File: src/rtl/fetch_sequencer_pkg.sv
// -----------------------------------------------------------------------------
// fetch_sequencer_pkg
// Shared definitions for the instruction-fetch path of the 8-bit CPU:
//   - opcode constants of the instruction set
//   - fetch FSM state encoding
//   - opcode length/legality decode, also used by the control unit
// -----------------------------------------------------------------------------
package fetch_sequencer_pkg;

    localparam int ADDR_W_DEF = 8;
    localparam int DATA_W_DEF = 8;

    // Instruction set
    localparam logic [7:0] NOP     = 8'h00;
    localparam logic [7:0] LDA_IMM = 8'h10;
    localparam logic [7:0] LDA_DIR = 8'h11;
    localparam logic [7:0] LDB_IMM = 8'h12;
    localparam logic [7:0] LDB_DIR = 8'h13;
    localparam logic [7:0] STA_DIR = 8'h14;
    localparam logic [7:0] STB_DIR = 8'h15;
    localparam logic [7:0] ADD_AB  = 8'h20;
    localparam logic [7:0] SUB_AB  = 8'h21;
    localparam logic [7:0] AND_AB  = 8'h22;
    localparam logic [7:0] OR_AB   = 8'h23;
    localparam logic [7:0] XOR_AB  = 8'h24;
    localparam logic [7:0] NOT_A   = 8'h25;
    localparam logic [7:0] INC_A   = 8'h26;
    localparam logic [7:0] DEC_A   = 8'h27;
    localparam logic [7:0] BRA     = 8'h30;
    localparam logic [7:0] BMI     = 8'h31;
    localparam logic [7:0] BPL     = 8'h32;
    localparam logic [7:0] BEQ     = 8'h33;
    localparam logic [7:0] BNE     = 8'h34;
    localparam logic [7:0] BVS     = 8'h35;
    localparam logic [7:0] BVC     = 8'h36;
    localparam logic [7:0] BCS     = 8'h37;
    localparam logic [7:0] BCC     = 8'h38;
    localparam logic [7:0] HLT     = 8'hFF;

    typedef enum logic [2:0] {
        ST_FETCH_OP  = 3'd0,
        ST_LATCH_OP  = 3'd1,
        ST_FETCH_ARG = 3'd2,
        ST_LATCH_ARG = 3'd3,
        ST_VALID     = 3'd4,
        ST_FAULT     = 3'd5
    } state_t;

    typedef struct packed {
        logic has_operand;
        logic legal;
    } op_info_t;

    // Operand length and legality of an opcode; unknown opcodes are 0-operand.
    function automatic op_info_t decode_op(input logic [7:0] op);
        op_info_t info;
        case (op)
            LDA_IMM, LDA_DIR, LDB_IMM, LDB_DIR, STA_DIR, STB_DIR,
            BRA, BMI, BPL, BEQ, BNE, BVS, BVC, BCS, BCC:
                info = '{has_operand: 1'b1, legal: 1'b1};
            NOP, ADD_AB, SUB_AB, AND_AB, OR_AB, XOR_AB, NOT_A, INC_A, DEC_A, HLT:
                info = '{has_operand: 1'b0, legal: 1'b1};
            default:
                info = '{has_operand: 1'b0, legal: 1'b0};
        endcase
        return info;
    endfunction

endpackage

File: src/rtl/fetch_sequencer_if.sv
// -----------------------------------------------------------------------------
// fetch_sequencer_if
// Bus between the fetch sequencer, the program ROM and the execute unit.
//   master : fetch sequencer side (drives ROM address and instruction bundle)
//   slave  : ROM / execute-unit side
// Optional macro ILLEGAL_TRAP_EN adds the illegal_op flag.
// -----------------------------------------------------------------------------
interface fetch_sequencer_if #(
    parameter int ADDR_W = 8,
    parameter int DATA_W = 8
);
    logic [ADDR_W-1:0] rom_addr;
    logic [DATA_W-1:0] rom_data;
    logic [DATA_W-1:0] opcode;
    logic [DATA_W-1:0] operand;
    logic              has_operand;
    logic [ADDR_W-1:0] instr_pc;
    logic              instr_valid;
    logic              instr_ready;
    logic              redirect_valid;
    logic [ADDR_W-1:0] redirect_addr;
    logic [ADDR_W-1:0] pc;
    logic              fetch_fault;
`ifdef ILLEGAL_TRAP_EN
    logic              illegal_op;
`endif

    modport master (
        input  rom_data, instr_ready, redirect_valid, redirect_addr,
        output rom_addr, opcode, operand, has_operand, instr_pc,
               instr_valid, pc, fetch_fault
`ifdef ILLEGAL_TRAP_EN
             , illegal_op
`endif
    );

    modport slave (
        output rom_data, instr_ready, redirect_valid, redirect_addr,
        input  rom_addr, opcode, operand, has_operand, instr_pc,
               instr_valid, pc, fetch_fault
`ifdef ILLEGAL_TRAP_EN
             , illegal_op
`endif
    );

endinterface

File: src/rtl/fetch_sequencer_opcode_len_decode.sv
// -----------------------------------------------------------------------------
// opcode_len_decode
// Combinational opcode decoder.
//   opcode      in  8  raw opcode byte
//   has_operand out 1  instruction carries one operand byte
//   legal       out 1  opcode belongs to the instruction set
// -----------------------------------------------------------------------------
module opcode_len_decode
    import fetch_sequencer_pkg::*;
(
    input  logic [7:0] opcode,
    output logic       has_operand,
    output logic       legal
);
    op_info_t info_s;

    assign info_s      = decode_op(opcode);
    assign has_operand = info_s.has_operand;
    assign legal       = info_s.legal;

endmodule

File: src/rtl/fetch_sequencer.sv
// -----------------------------------------------------------------------------
// fetch_sequencer
// Instruction-fetch controller: owns the PC, reads the 1-cycle-latency program
// ROM, assembles opcode + optional operand and presents the bundle over a
// valid/ready handshake. Handles redirects and out-of-window fetch faults.
// Ports:
//   clk    in  system clock, rising edge
//   reset  in  asynchronous active-high reset
//   bus    fetch_sequencer_if.master (ROM address/data, bundle, handshake,
//          redirect, pc, fetch_fault)
// Optional macro ILLEGAL_TRAP_EN: unknown opcodes trap to FAULT with illegal_op.
// -----------------------------------------------------------------------------
module fetch_sequencer
    import fetch_sequencer_pkg::*;
#(
    parameter int                ADDR_W   = ADDR_W_DEF,
    parameter int                DATA_W   = DATA_W_DEF,
    parameter logic [ADDR_W-1:0] RESET_PC = 8'h00,
    parameter logic [ADDR_W-1:0] ROM_LAST = 8'h7F
)(
    input  logic              clk,
    input  logic              reset,
    fetch_sequencer_if.master bus
);
    localparam logic [ADDR_W-1:0] PC_ONE = {{(ADDR_W-1){1'b0}}, 1'b1};

    state_t            state_r;
    logic [ADDR_W-1:0] pc_r;
    logic [DATA_W-1:0] opcode_r;
    logic [DATA_W-1:0] operand_r;
    logic              has_operand_r;
    logic [ADDR_W-1:0] instr_pc_r;
    logic              instr_valid_r;
    logic              fetch_fault_r;
    logic              dec_has_operand_s;
    logic              dec_legal_s;

    opcode_len_decode u_decode (
        .opcode      (bus.rom_data),
        .has_operand (dec_has_operand_s),
        .legal       (dec_legal_s)
    );

`ifdef ILLEGAL_TRAP_EN
    logic illegal_op_r;
    assign bus.illegal_op = illegal_op_r;
`else
    logic unused_legal_s;
    assign unused_legal_s = dec_legal_s;
`endif

    // The ROM is always addressed by the registered PC.
    assign bus.rom_addr    = pc_r;
    assign bus.pc          = pc_r;
    assign bus.opcode      = opcode_r;
    assign bus.operand     = operand_r;
    assign bus.has_operand = has_operand_r;
    assign bus.instr_pc    = instr_pc_r;
    assign bus.instr_valid = instr_valid_r;
    assign bus.fetch_fault = fetch_fault_r;

    // Fetch FSM, PC register and registered bundle/status outputs.
    always_ff @(posedge clk or posedge reset) begin
        if (reset) begin
            state_r       <= ST_FETCH_OP;
            pc_r          <= RESET_PC;
            opcode_r      <= {DATA_W{1'b0}};
            operand_r     <= {DATA_W{1'b0}};
            has_operand_r <= 1'b0;
            instr_pc_r    <= {ADDR_W{1'b0}};
            instr_valid_r <= 1'b0;
            fetch_fault_r <= 1'b0;
`ifdef ILLEGAL_TRAP_EN
            illegal_op_r  <= 1'b0;
`endif
        end else if (bus.redirect_valid) begin
            // Redirect wins over everything, including a same-cycle handshake;
            // any partial fetch is dropped.
            state_r       <= ST_FETCH_OP;
            pc_r          <= bus.redirect_addr;
            instr_valid_r <= 1'b0;
            fetch_fault_r <= 1'b0;
`ifdef ILLEGAL_TRAP_EN
            illegal_op_r  <= 1'b0;
`endif
        end else begin
            case (state_r)
                ST_FETCH_OP: begin
                    if (pc_r > ROM_LAST) begin
                        state_r       <= ST_FAULT;
                        fetch_fault_r <= 1'b1;
                    end else begin
                        state_r <= ST_LATCH_OP;
                    end
                end
                ST_LATCH_OP: begin
                    opcode_r      <= bus.rom_data;
                    instr_pc_r    <= pc_r;
                    pc_r          <= pc_r + PC_ONE;
                    has_operand_r <= dec_has_operand_s;
`ifdef ILLEGAL_TRAP_EN
                    if (!dec_legal_s) begin
                        state_r      <= ST_FAULT;
                        illegal_op_r <= 1'b1;
                    end else
`endif
                    if (dec_has_operand_s) begin
                        state_r <= ST_FETCH_ARG;
                    end else begin
                        operand_r     <= {DATA_W{1'b0}};
                        instr_valid_r <= 1'b1;
                        state_r       <= ST_VALID;
                    end
                end
                ST_FETCH_ARG: begin
                    // Operand address gets the same window check as the opcode.
                    if (pc_r > ROM_LAST) begin
                        state_r       <= ST_FAULT;
                        fetch_fault_r <= 1'b1;
                    end else begin
                        state_r <= ST_LATCH_ARG;
                    end
                end
                ST_LATCH_ARG: begin
                    operand_r     <= bus.rom_data;
                    pc_r          <= pc_r + PC_ONE;
                    instr_valid_r <= 1'b1;
                    state_r       <= ST_VALID;
                end
                ST_VALID: begin
                    if (bus.instr_ready) begin
                        instr_valid_r <= 1'b0;
                        state_r       <= ST_FETCH_OP;
                    end else begin
                        state_r <= ST_VALID;
                    end
                end
                ST_FAULT: begin
                    state_r <= ST_FAULT;
                end
                default: begin
                    state_r       <= ST_FETCH_OP;
                    instr_valid_r <= 1'b0;
                end
            endcase
        end
    end

endmodule

File: src/flat_wrapper.sv
// flat-port wrapper written by rule: the top's interface ports become plain ports
module fetch_sequencer_flat import fetch_sequencer_pkg::*;
#(
    parameter int                ADDR_W   = ADDR_W_DEF,
    parameter int                DATA_W   = DATA_W_DEF,
    parameter logic [ADDR_W-1:0] RESET_PC = 8'h00,
    parameter logic [ADDR_W-1:0] ROM_LAST = 8'h7F
)
  (clk, reset, bus_rom_data, bus_instr_ready, bus_redirect_valid, bus_redirect_addr, bus_rom_addr, bus_opcode, bus_operand, bus_has_operand, bus_instr_pc, bus_instr_valid, bus_pc, bus_fetch_fault);
  fetch_sequencer_if #(.ADDR_W(ADDR_W), .DATA_W(DATA_W)) bus_i ();
  input  logic clk;
  input  logic reset;
  input wire logic [$bits(bus_i.rom_data)-1:0] bus_rom_data;
  input wire logic [$bits(bus_i.instr_ready)-1:0] bus_instr_ready;
  input wire logic [$bits(bus_i.redirect_valid)-1:0] bus_redirect_valid;
  input wire logic [$bits(bus_i.redirect_addr)-1:0] bus_redirect_addr;
  output wire logic [$bits(bus_i.rom_addr)-1:0] bus_rom_addr;
  output wire logic [$bits(bus_i.opcode)-1:0] bus_opcode;
  output wire logic [$bits(bus_i.operand)-1:0] bus_operand;
  output wire logic [$bits(bus_i.has_operand)-1:0] bus_has_operand;
  output wire logic [$bits(bus_i.instr_pc)-1:0] bus_instr_pc;
  output wire logic [$bits(bus_i.instr_valid)-1:0] bus_instr_valid;
  output wire logic [$bits(bus_i.pc)-1:0] bus_pc;
  output wire logic [$bits(bus_i.fetch_fault)-1:0] bus_fetch_fault;
  assign bus_i.rom_data = bus_rom_data;
  assign bus_i.instr_ready = bus_instr_ready;
  assign bus_i.redirect_valid = bus_redirect_valid;
  assign bus_i.redirect_addr = bus_redirect_addr;
  assign bus_rom_addr = bus_i.rom_addr;
  assign bus_opcode = bus_i.opcode;
  assign bus_operand = bus_i.operand;
  assign bus_has_operand = bus_i.has_operand;
  assign bus_instr_pc = bus_i.instr_pc;
  assign bus_instr_valid = bus_i.instr_valid;
  assign bus_pc = bus_i.pc;
  assign bus_fetch_fault = bus_i.fetch_fault;
  fetch_sequencer #(.ADDR_W(ADDR_W), .DATA_W(DATA_W), .RESET_PC(RESET_PC), .ROM_LAST(ROM_LAST)) u_core (.clk(clk), .reset(reset), .bus(bus_i));
endmodule
File: config.mk
export PLATFORM = sky130hd
export DESIGN_NAME = fetch_sequencer_flat
export DESIGN_NICKNAME = d
export VERILOG_FILES = /design/src/rtl/fetch_sequencer_pkg.sv /design/src/rtl/fetch_sequencer_if.sv /design/src/rtl/fetch_sequencer_opcode_len_decode.sv /design/src/rtl/fetch_sequencer.sv /design/src/flat_wrapper.sv
export SDC_FILE = /design/constraint.sdc
export NUM_CORES = 1
export LEC_CHECK = 0
export CORE_UTILIZATION = 50
export CTS_BUF_LIST = sky130_fd_sc_hd__clkbuf_8
export CTS_CLUSTER_SIZE = 12
export DETAILED_ROUTE_END_ITERATION = 12
export PLACE_DENSITY = 0.88
export SYNTH_ARGS = -nofsm -noshare
export SYNTH_HDL_FRONTEND = slang
export SYNTH_SLANG_ARGS = --single-unit
File: constraint.sdc
create_clock -name clk -period 3.9 [get_ports clk]
set_clock_uncertainty 0.05 [all_clocks]
set_input_delay 1.17 -clock clk [delete_from_list [all_inputs] [get_ports clk]]
set_output_delay 1.17 -clock clk [all_outputs]
set_load 0.01 [all_outputs]
# Yosys cells after proc, flatten, opt, wreduce, memory -nomap -nowiden
# Cells that the tools add are included.
# totals
register_bits	38
inputBits	20
out_inout_bits	43
elab_cells	77
# op_classes
add_sub_neg	1
n_eq_ne	33
n_reduce_logical	15
n_lt_le_gt_ge	1
n_mux	18
n_bitwise	1
# ops
operator	n
$eq A8 B6 Y1 const B	17
$eq A8 B5 Y1 const B	6
$mux W8	3
$pmux W3 S6	1
$pmux W8 S2	1
$mux W3	5
$reduce_or A15 Y1	1
$reduce_or A10 Y1	1
$add A8 B1 Y8 const B	1
$eq A8 B8 Y1 const B	1
$gt A8 B7 Y1 const B	1
$logic_not A8 Y1	1
$reduce_bool A2 Y1	4
$eq A3 B2 Y1 const B	2
$eq A3 B3 Y1 const B	2
$mux W1	6
$ne A3 B3 Y1 const B	2
$reduce_and A3 Y1	2
$pmux W1 S4	1
$pmux W2 S2	1
$reduce_and A2 Y1	2
$reduce_or A2 Y1	2
$eq A3 B1 Y1 const B	1
$logic_not A3 Y1	1
4 further kinds	4

# Longest topological paths before layout
# Gate-level depths: netlist of run 1.
# logic_depth
depth_word	6
depth_mapped	5
mapped_depth_nobuf	4

# Modules after synthesis
# A second synthesis of run 1 with hierarchy kept.
# hier_totals
cells_unflattened	170
hier_area_um2	1841.8
# by_module_without_submodules
module	area_per_inst_um2	seq_area_each_um2	cells_each	instances
fetch_sequencer	1765.4	950.9	158	1
opcode_len_decode	76.3	0.0	12	1

# Worst setup path after synthesis of run 1
# No wires, ideal clock.
# synth_path
path_type	input-to-reg
start	in bus_redirect_valid
end	reg u_core.instr_pc_r[0] (netlist: u_core.bus.instr_pc[0])
required_time_ps	3725
setup_slack_ps	1514
n_path_buf	1
setup_ps	125
cell_stages	4
arrival_ps	2211
cell_sequence	or3b_4 or2_1 buf_6 mux2_4
# synth_between
elab_chain_len	2
# synth_lines
item	line_no	rtl
start, declared	flat_wrapper.sv:15	input wire logic [$bits(bus_i.redirect_valid)-1:0] bus_redirect_valid;
$not A1 Y1 (no line)	n/a	
$reduce_and A2 Y1 (no line)	n/a	
end signal, assigned	fetch_sequencer.sv:70	instr_pc_r <= {ADDR_W{1'b0}};
end signal, assigned	fetch_sequencer.sv:98	instr_pc_r <= pc_r;
end, declared	fetch_sequencer.sv:32	logic [ADDR_W-1:0] instr_pc_r;
# No other way between the ends.
# A chain may end at the register's enable or synchronous reset.

# Worst setup path in the final report of run 1
# layout_path
start	in bus_redirect_valid
end	reg u_core.opcode_r[1] (netlist: u_core.bus.opcode[1])
# layout_between
elab_chain_len	2
# layout_lines
item	line_no	rtl
$not A1 Y1 (no line)	n/a	
$reduce_and A2 Y1 (no line)	n/a	
end signal, assigned	fetch_sequencer.sv:67	opcode_r <= {DATA_W{1'b0}};
end signal, assigned	fetch_sequencer.sv:97	opcode_r <= bus.rom_data;
end, declared	fetch_sequencer.sv:29	logic [DATA_W-1:0] opcode_r;
# No other way between the ends.

==> results of run 1 <==
-- area by class of cell --
class | instances | area, um2
clock buffers | 6 | 82.58
clock inverters | 2 | 8.758
fillers | 228 | 885.9
inverters | 12 | 45.04
multi-input cells | 99 | 708.2
flip-flops and latches | 38 | 950.9
well taps | 46 | 57.56
repair buffers | 66 | 650.6
-- how the worst max path moves through the flow --
stage / slack (ns) / start / cells after the start / endpoint
6_report: 1.12 / bus_redirect_valid / 4 / u_core.bus.opcode[1]
5_1_grt: 1.08 / bus_rom_data[1] / 4 / u_core.state_r[2]
4_1_cts: 1.13 / bus_redirect_valid / 4 / u_core.bus.opcode[1]
3_3_place_gp: 0.86 / bus_redirect_valid / 4 / u_core.bus.opcode[2]
3_5_place_dp: 0.82 / bus_redirect_valid / 4 / u_core.bus.opcode[3]
2_1_floorplan: 1.51 / bus_redirect_valid / 4 / u_core.bus.instr_pc[0]
-- cells in the final DEF, fill, tap and decap left out, drive strengths merged, types with 2 or more instances in the layout --
cell type / instances
or3: 3
clkdlybuf4s50: 62
clkinv: 2
inv: 12
o21ai: 22
buf: 4
a31oi: 3
nand4: 3
nand3b: 2
a21oi: 4
nand2: 5
mux2: 14
nand3: 3
a22oi: 8
dfrtp: 38
nor2: 9
nand2b: 2
clkbuf: 6
-- state kept, by name, indices dropped and copies added (netlist names) --
name                    cells
u_core.bus.pc               8
u_core.bus.has_operand      1
u_core.bus.instr_valid      1
u_core.bus.operand          8
u_core.bus.opcode           8
u_core.bus.instr_pc         8
u_core.bus.fetch_fault      1
u_core.state_r              3
-- layer usage --
layer,part of all wire (%),wire [um],vias up,track usage [%]
li1,-,-,693,-
met1,46,1913,702,32.53
met2,47,1988,69,37.48
met3,6.6,278,2,5.797
met4,0.24,10,0,8.571
met5,0,0,-,0
-- logic make-up (layout without fill, tap and decap cells) --
logic type	after synthesis	after routing	synth area share [%]
AO/OA/AOI/OAI	43	43	14.85
flip-flops	38	38	53.00
AND/OR/NAND/NOR	38	38	12.34
buffers and inverters	26	86	7.531
multiplexers	15	15	10.60
XOR/XNOR	2	2	0.9765
adder cells (fa/ha/maj)	1	1	0.6972
-- report_power, final --
part           total [mW]  internal (mW)  switching [mW]
sequential          0.552          0.479          0.0729
combinational       0.406          0.257           0.149
clock               0.276          0.140           0.136
-- stage by stage --
step	total power [mW]	std cells	setup slack (ns)	util [%]	hold WS (ns)
2_1_floorplan	0.7287	163	1.514	-	0.4785
3_3_place_gp	0.9523	261	0.8619	71.17	0.4392
3_5_place_dp	0.9628	261	0.8241	71.17	0.4407
4_1_cts	1.242	269	1.134	73.86	0.4635
5_1_grt	1.300	269	1.076	73.86	0.4824
6_report	1.234	269	1.121	73.86	0.4618
-- tightest hold or removal path, cell delays in order (launching register included) --
cell and delay, ns:
dfrtp_1 0.35, a21oi_1 0.04, nor2_1 0.08
-- synthesized netlist by cell type, drive strengths merged (4+ instances only) --
| cell | n |
|---|---|
| dfrtp | 38 |
| o21ai | 22 |
| mux2 | 14 |
| inv | 11 |
| buf | 10 |
| nor2 | 9 |
| a22oi | 8 |
| nand2 | 5 |
| a21oi | 4 |
| clkbuf | 4 |
==> impl_metrics.py, run 1 <==
metrics = {
    "clocking": {
        "htree_num_levels": 2,
        "cts_made_buffers": 5,
        "clk_path_buf_depth": 2,
        "cts.sinks": 38,
        "holdBufCountCts": 0,
        "tritoncts": "done",
        "clock_latency_ns": 0.28,
        "post_cts_resized": 0,
        "cts.clk_slew.worst_paths_ns": 0.07,
        "cts_root_buffer": "clkbuf_8",
        "cts_setup_buffers": 0,
    },
    "worst_setup_path": {
        "critical_path.startpoint_type": "input port",
        "worst-endpoint-arrival_ns": 2.91,
        "cpLargestDelayFamily": "simple AND/OR/NAND/NOR gates",
        "reg2regPathDepth": 3,
        "crit-reg2reg-launch": "u_core.state_r[2]",
        "path_class": "in -> reg",
        "crit_buf_inv": 1,
        "list_of_cells_traversed_by_the_critical_path": "clkdlybuf4s50_1, or3b_4, or2_1, mux2_4",
        "cpMaxStageDelayCell": "or3b_4",
        "slowest_delay_ns": 0.50,
        "reg2reg_end": "u_core.bus.opcode[1]",
        "worst-r2r-setup-slack_ns": 1.97,
        "critical_path.endpoint_type": "register",
        "max_fo_critical_path": 13,
        "critPathRequiredTime_ns": 4.03,
    },
    "global_routing": {
        "grt_start_max_net_pins": 21,
        "initial_antenna_violation_count": 0,
        "track_usage_pct": 23.91,
        "globalRouteOverflowTotal": 0,
        "wire_length_of_the_first_global_routing_pass_mm": 6.417,
        "via_count_of_the_first_global_routing_pass": 1318,
    },
    "floorplanning": {
        "height_of_the_die_um": 61.91,
        "core-area_um2": 3390,
        "die_w_um": 61.91,
        "number_of_top_level_pins": 63,
        "rows": 21,
        "design.die.area_um2": 3832,
        "initial_core_util_pct": 52.93,
    },
    "power_and_ir_drop": {
        "peakVddDrop_v": 0.0003224,
        "total_leakage_power_nw": 1.039,
        "cellPowerDensity_nw_per_um2": 493.0,
    },
    "routing": {
        "ant_nets": 0,
        "wl_per_cell_um": 15.58,
        "drt_drc_violations_left": 0,
        "via_count": 1466,
        "detailedRoute.firstPassIterationCount": 4,
        "totalWireLength_mm": 4.191,
        "vias_per_cell": 5.450,
        "drt-initial-drc-count": 68,
    },
    "synthesis": {
        "seq_area_frac_synth_pct": 53.00,
        "post-synth-top-area-cell": "dfrtp_1",
        "synthesis.yosys.warnings": 0,
        "syn-instance-count": 163,
        "synth.net_count": 184,
        "synth_ff_type": "dfrtp_1",
        "synth-seq-cells": 38,
        "postSynth.asyncResetShare_pct": 100.0,
        "syn-mean-instance-area_um2": 11.01,
        "synthDistinctLibCells": 42,
        "synthTopCellsByArea": "dfrtp_1, o21ai_0, mux2_2, mux2_4, a22oi_1",
        "netlist_area_um2": 1794,
        "synth_edf_count": 0,
        "netlist.area_leader.share_pct": 53.00,
    },
    "hold_path": {
        "worst_hold_startpoint": "u_core.bus.fetch_fault",
        "min_path_type": "reg -> reg",
        "min_to": "u_core.bus.fetch_fault",
        "worstHoldPathCells": 2,
    },
    "place": {
        "postPlaceCellArea_um2": 2412,
        "hpwlAfterDp_mm": 3.023,
        "numPortBuffers": 62,
        "gp_congestion": 0.7712,
    },
    "timing": {
        "maxSlewHeadroom_pct": 50.58,
        "setup_total_negative_slack_ns": 0,
        "layout_worst_path_cycle_share_pct": 71.25,
        "maxSlewViolCount": 0,
        "timing_worst_slew_pin_value_ns": 0.7404,
        "grt_setup_unrepaired": "no",
        "clock.fmax_ghz": 0.3599,
        "setup_viol": 0,
        "timing.final.crit_period_ns": 2.779,
        "report.final.hold_viol_count": 0,
    },
    "final_layout": {
        "drive_gt1_share_pct": 12.56,
        "final_design_area_no_fill_um2": 2504,
        "antenna_cells": 0,
        "final_net_count": 243,
        "area_growth_syn_to_layout_pct": 39.54,
    },
    "run": {
        "maxCapViolations": 0,
    },
    "run_status": {
        "status": "finished clean",
    },
}
Note: power is estimated with default switching activity, not from simulation.
==> run 2: changes to the inputs <==
--- a/config.mk
+++ b/config.mk
@@ -5,11 +5,11 @@
 export SDC_FILE = /design/constraint.sdc
 export NUM_CORES = 1
 export LEC_CHECK = 0
-export CORE_UTILIZATION = 50
+export CORE_UTILIZATION = 42
 export CTS_BUF_LIST = sky130_fd_sc_hd__clkbuf_8
 export CTS_CLUSTER_SIZE = 12
 export DETAILED_ROUTE_END_ITERATION = 12
-export PLACE_DENSITY = 0.88
+export PLACE_DENSITY = 0.78
 export SYNTH_ARGS = -nofsm -noshare
 export SYNTH_HDL_FRONTEND = slang
 export SYNTH_SLANG_ARGS = --single-unit
==> constraint.sdc (replaced) <==
create_clock -name clk -period 2.4 [get_ports clk]
set_clock_uncertainty 0.05 [all_clocks]
set_input_delay 0.72 -clock clk [delete_from_list [all_inputs] [get_ports clk]]
set_output_delay 0.72 -clock clk [all_outputs]
set_load 0.01 [all_outputs]
==> impl_metrics.py, run 2 (same netlist as run 1, synthesis figures left out) <==
metrics = {
    "timing": {
        "maxSlewViolCount": 0,
        "clock.fmax_ghz": 0.4528,
        "layout_worst_path_cycle_share_pct": 92.02,
        "setup_viol": 0,
        "timing.final.crit_period_ns": 2.208,
        "report.final.hold_viol_count": 0,
        "timing.final.ws_setup_ns": 0.1916,
        "maxSlewHeadroom_pct": 68.60,
        "timing_worst_slew_pin_value_ns": 0.4710,
        "grt_setup_unrepaired": "no",
    },
    "final_layout": {
        "mostFrequentLayoutCells": "clkdlybuf4s50_1, dfrtp_1, o21ai_0",
        "filler_cell_count": 322,
        "multiInputGateArea_um2": 708.2,
        "final_design_area_no_fill_um2": 2581,
        "leading_cell_type_in_the_layout_fill_and_taps_excluded": "clkdlybuf4s50_1",
        "final_net_count": 253,
        "drive_gt1_share_pct": 15.52,
        "fin_util_pct": 63.61,
        "register_cell_area_after_layout_um2": 950.9,
        "area_growth_syn_to_layout_pct": 43.86,
        "antenna_cells": 0,
    },
    "routing": {
        "drt_drc_violations_left": 0,
        "wl_per_cell_um": 15.13,
        "vias_per_cell": 5.287,
        "totalWireLength_mm": 4.267,
        "via_count": 1491,
        "drt-initial-drc-count": 96,
        "ant_nets": 0,
        "detailedRoute.firstPassIterationCount": 4,
    },
    "clocking": {
        "cts_root_buffer": "clkbuf_8",
        "cts.clk_slew.worst_paths_ns": 0.06,
        "post_cts_resized": 0,
        "holdBufCountCts": 0,
        "tritoncts": "done",
        "cts_made_buffers": 5,
        "cts.sinks": 38,
        "htree_num_levels": 2,
        "clock_latency_ns": 0.28,
        "cts_setup_buffers": 0,
        "clk_path_buf_depth": 2,
    },
    "global_routing": {
        "globalRouteOverflowTotal": 0,
        "initial_antenna_violation_count": 0,
        "grt_start_max_net_pins": 39,
        "track_usage_pct": 21.24,
        "via_count_of_the_first_global_routing_pass": 1490,
        "wire_length_of_the_first_global_routing_pass_mm": 7.079,
    },
    "floorplanning": {
        "number_of_top_level_pins": 63,
        "rows": 23,
        "core-area_um2": 4058,
        "design.die.area_um2": 4537,
        "height_of_the_die_um": 67.36,
        "die_w_um": 67.36,
        "initial_core_util_pct": 44.22,
    },
    "run_status": {
        "status": "finished clean",
    },
    "worst_setup_path": {
        "critPathRequiredTime_ns": 2.52,
        "max_fo_critical_path": 10,
        "worst-endpoint-arrival_ns": 2.32,
        "critical_path.endpoint_type": "register",
        "path_class": "in -> reg",
        "critical_path.startpoint_type": "input port",
    },
    "place": {
        "gp_congestion": 0.7763,
        "numPortBuffers": 62,
        "postPlaceCellArea_um2": 2505,
        "dp_slack_ns": -0.1133,
        "hpwlAfterDp_mm": 3.185,
    },
    "power_and_ir_drop": {
        "peakVddDrop_v": 0.0004015,
        "total_leakage_power_nw": 1.083,
        "cellPowerDensity_nw_per_um2": 753.9,
    },
    "hold_path": {
        "min_path_type": "reg -> reg",
    },
    "run": {
        "maxCapViolations": 0,
    },
}
[run 2: metal layers]
| metal | global-route usage (%) | vias up | wire, um |
|---|---|---|---|
| met5 | 0 | - | 0 |
| met4 | 9.309 | 0 | 62 |
| met3 | 4.561 | 7 | 207 |
| met2 | 33.50 | 48 | 2148 |
| met1 | 27.91 | 724 | 1848 |
| li1 | - | 712 | - |
[run 2: final timing paths]
kind,from,slack (ns),to,cells after the start
max in group asynchronous,reset,1.18,u_core.bus.fetch_fault,3
worst max register to register,u_core.state_r[2],0.57,u_core.bus.opcode[3],3
worst min-delay path,u_core.bus.fetch_fault,0.46,u_core.bus.fetch_fault,2
min in group asynchronous,reset,0.80,u_core.bus.operand[3],3
worst min register to register,u_core.bus.fetch_fault,0.46,u_core.bus.fetch_fault,2
worst max-delay path,bus_redirect_valid,0.19,u_core.bus.opcode[3],4
[run 2: where the power goes]
part	total [mW]	switching, mW	internal [mW]
clock	0.390	0.199	0.191
combinational	0.671	0.239	0.432
sequential	0.885	0.106	0.779
total	1.95	0.544	1.40
[run 2: final cells by class]
class,count,share of cell area [%]
clock buffers,5,2.666
multi-input cells,99,27.44
repair buffers,76,28.60
flip-flops and latches,38,36.84
inverters,12,1.745
clock inverters,2,0.2908
well taps,50,2.424
[run 2: critical path: stages]
cell             delay (ns)
clkdlybuf4s50_1        0.43
or3b_4                 0.42
or2_1                  0.39
mux2_4                 0.36
[run 2: per-stage QoR]
step                      hold slack [ns]  setup TNS [ns]  std cells  total power, mW
after floorplan                    0.4785               0        163            1.184
after global placement             0.4366          -1.137        275            1.556
after detailed placement           0.4481          -1.275        275            1.576
after CTS                          0.4650               0        282            1.972
after global routing               0.4858               0        282            2.067
final                              0.4586               0        282            1.946
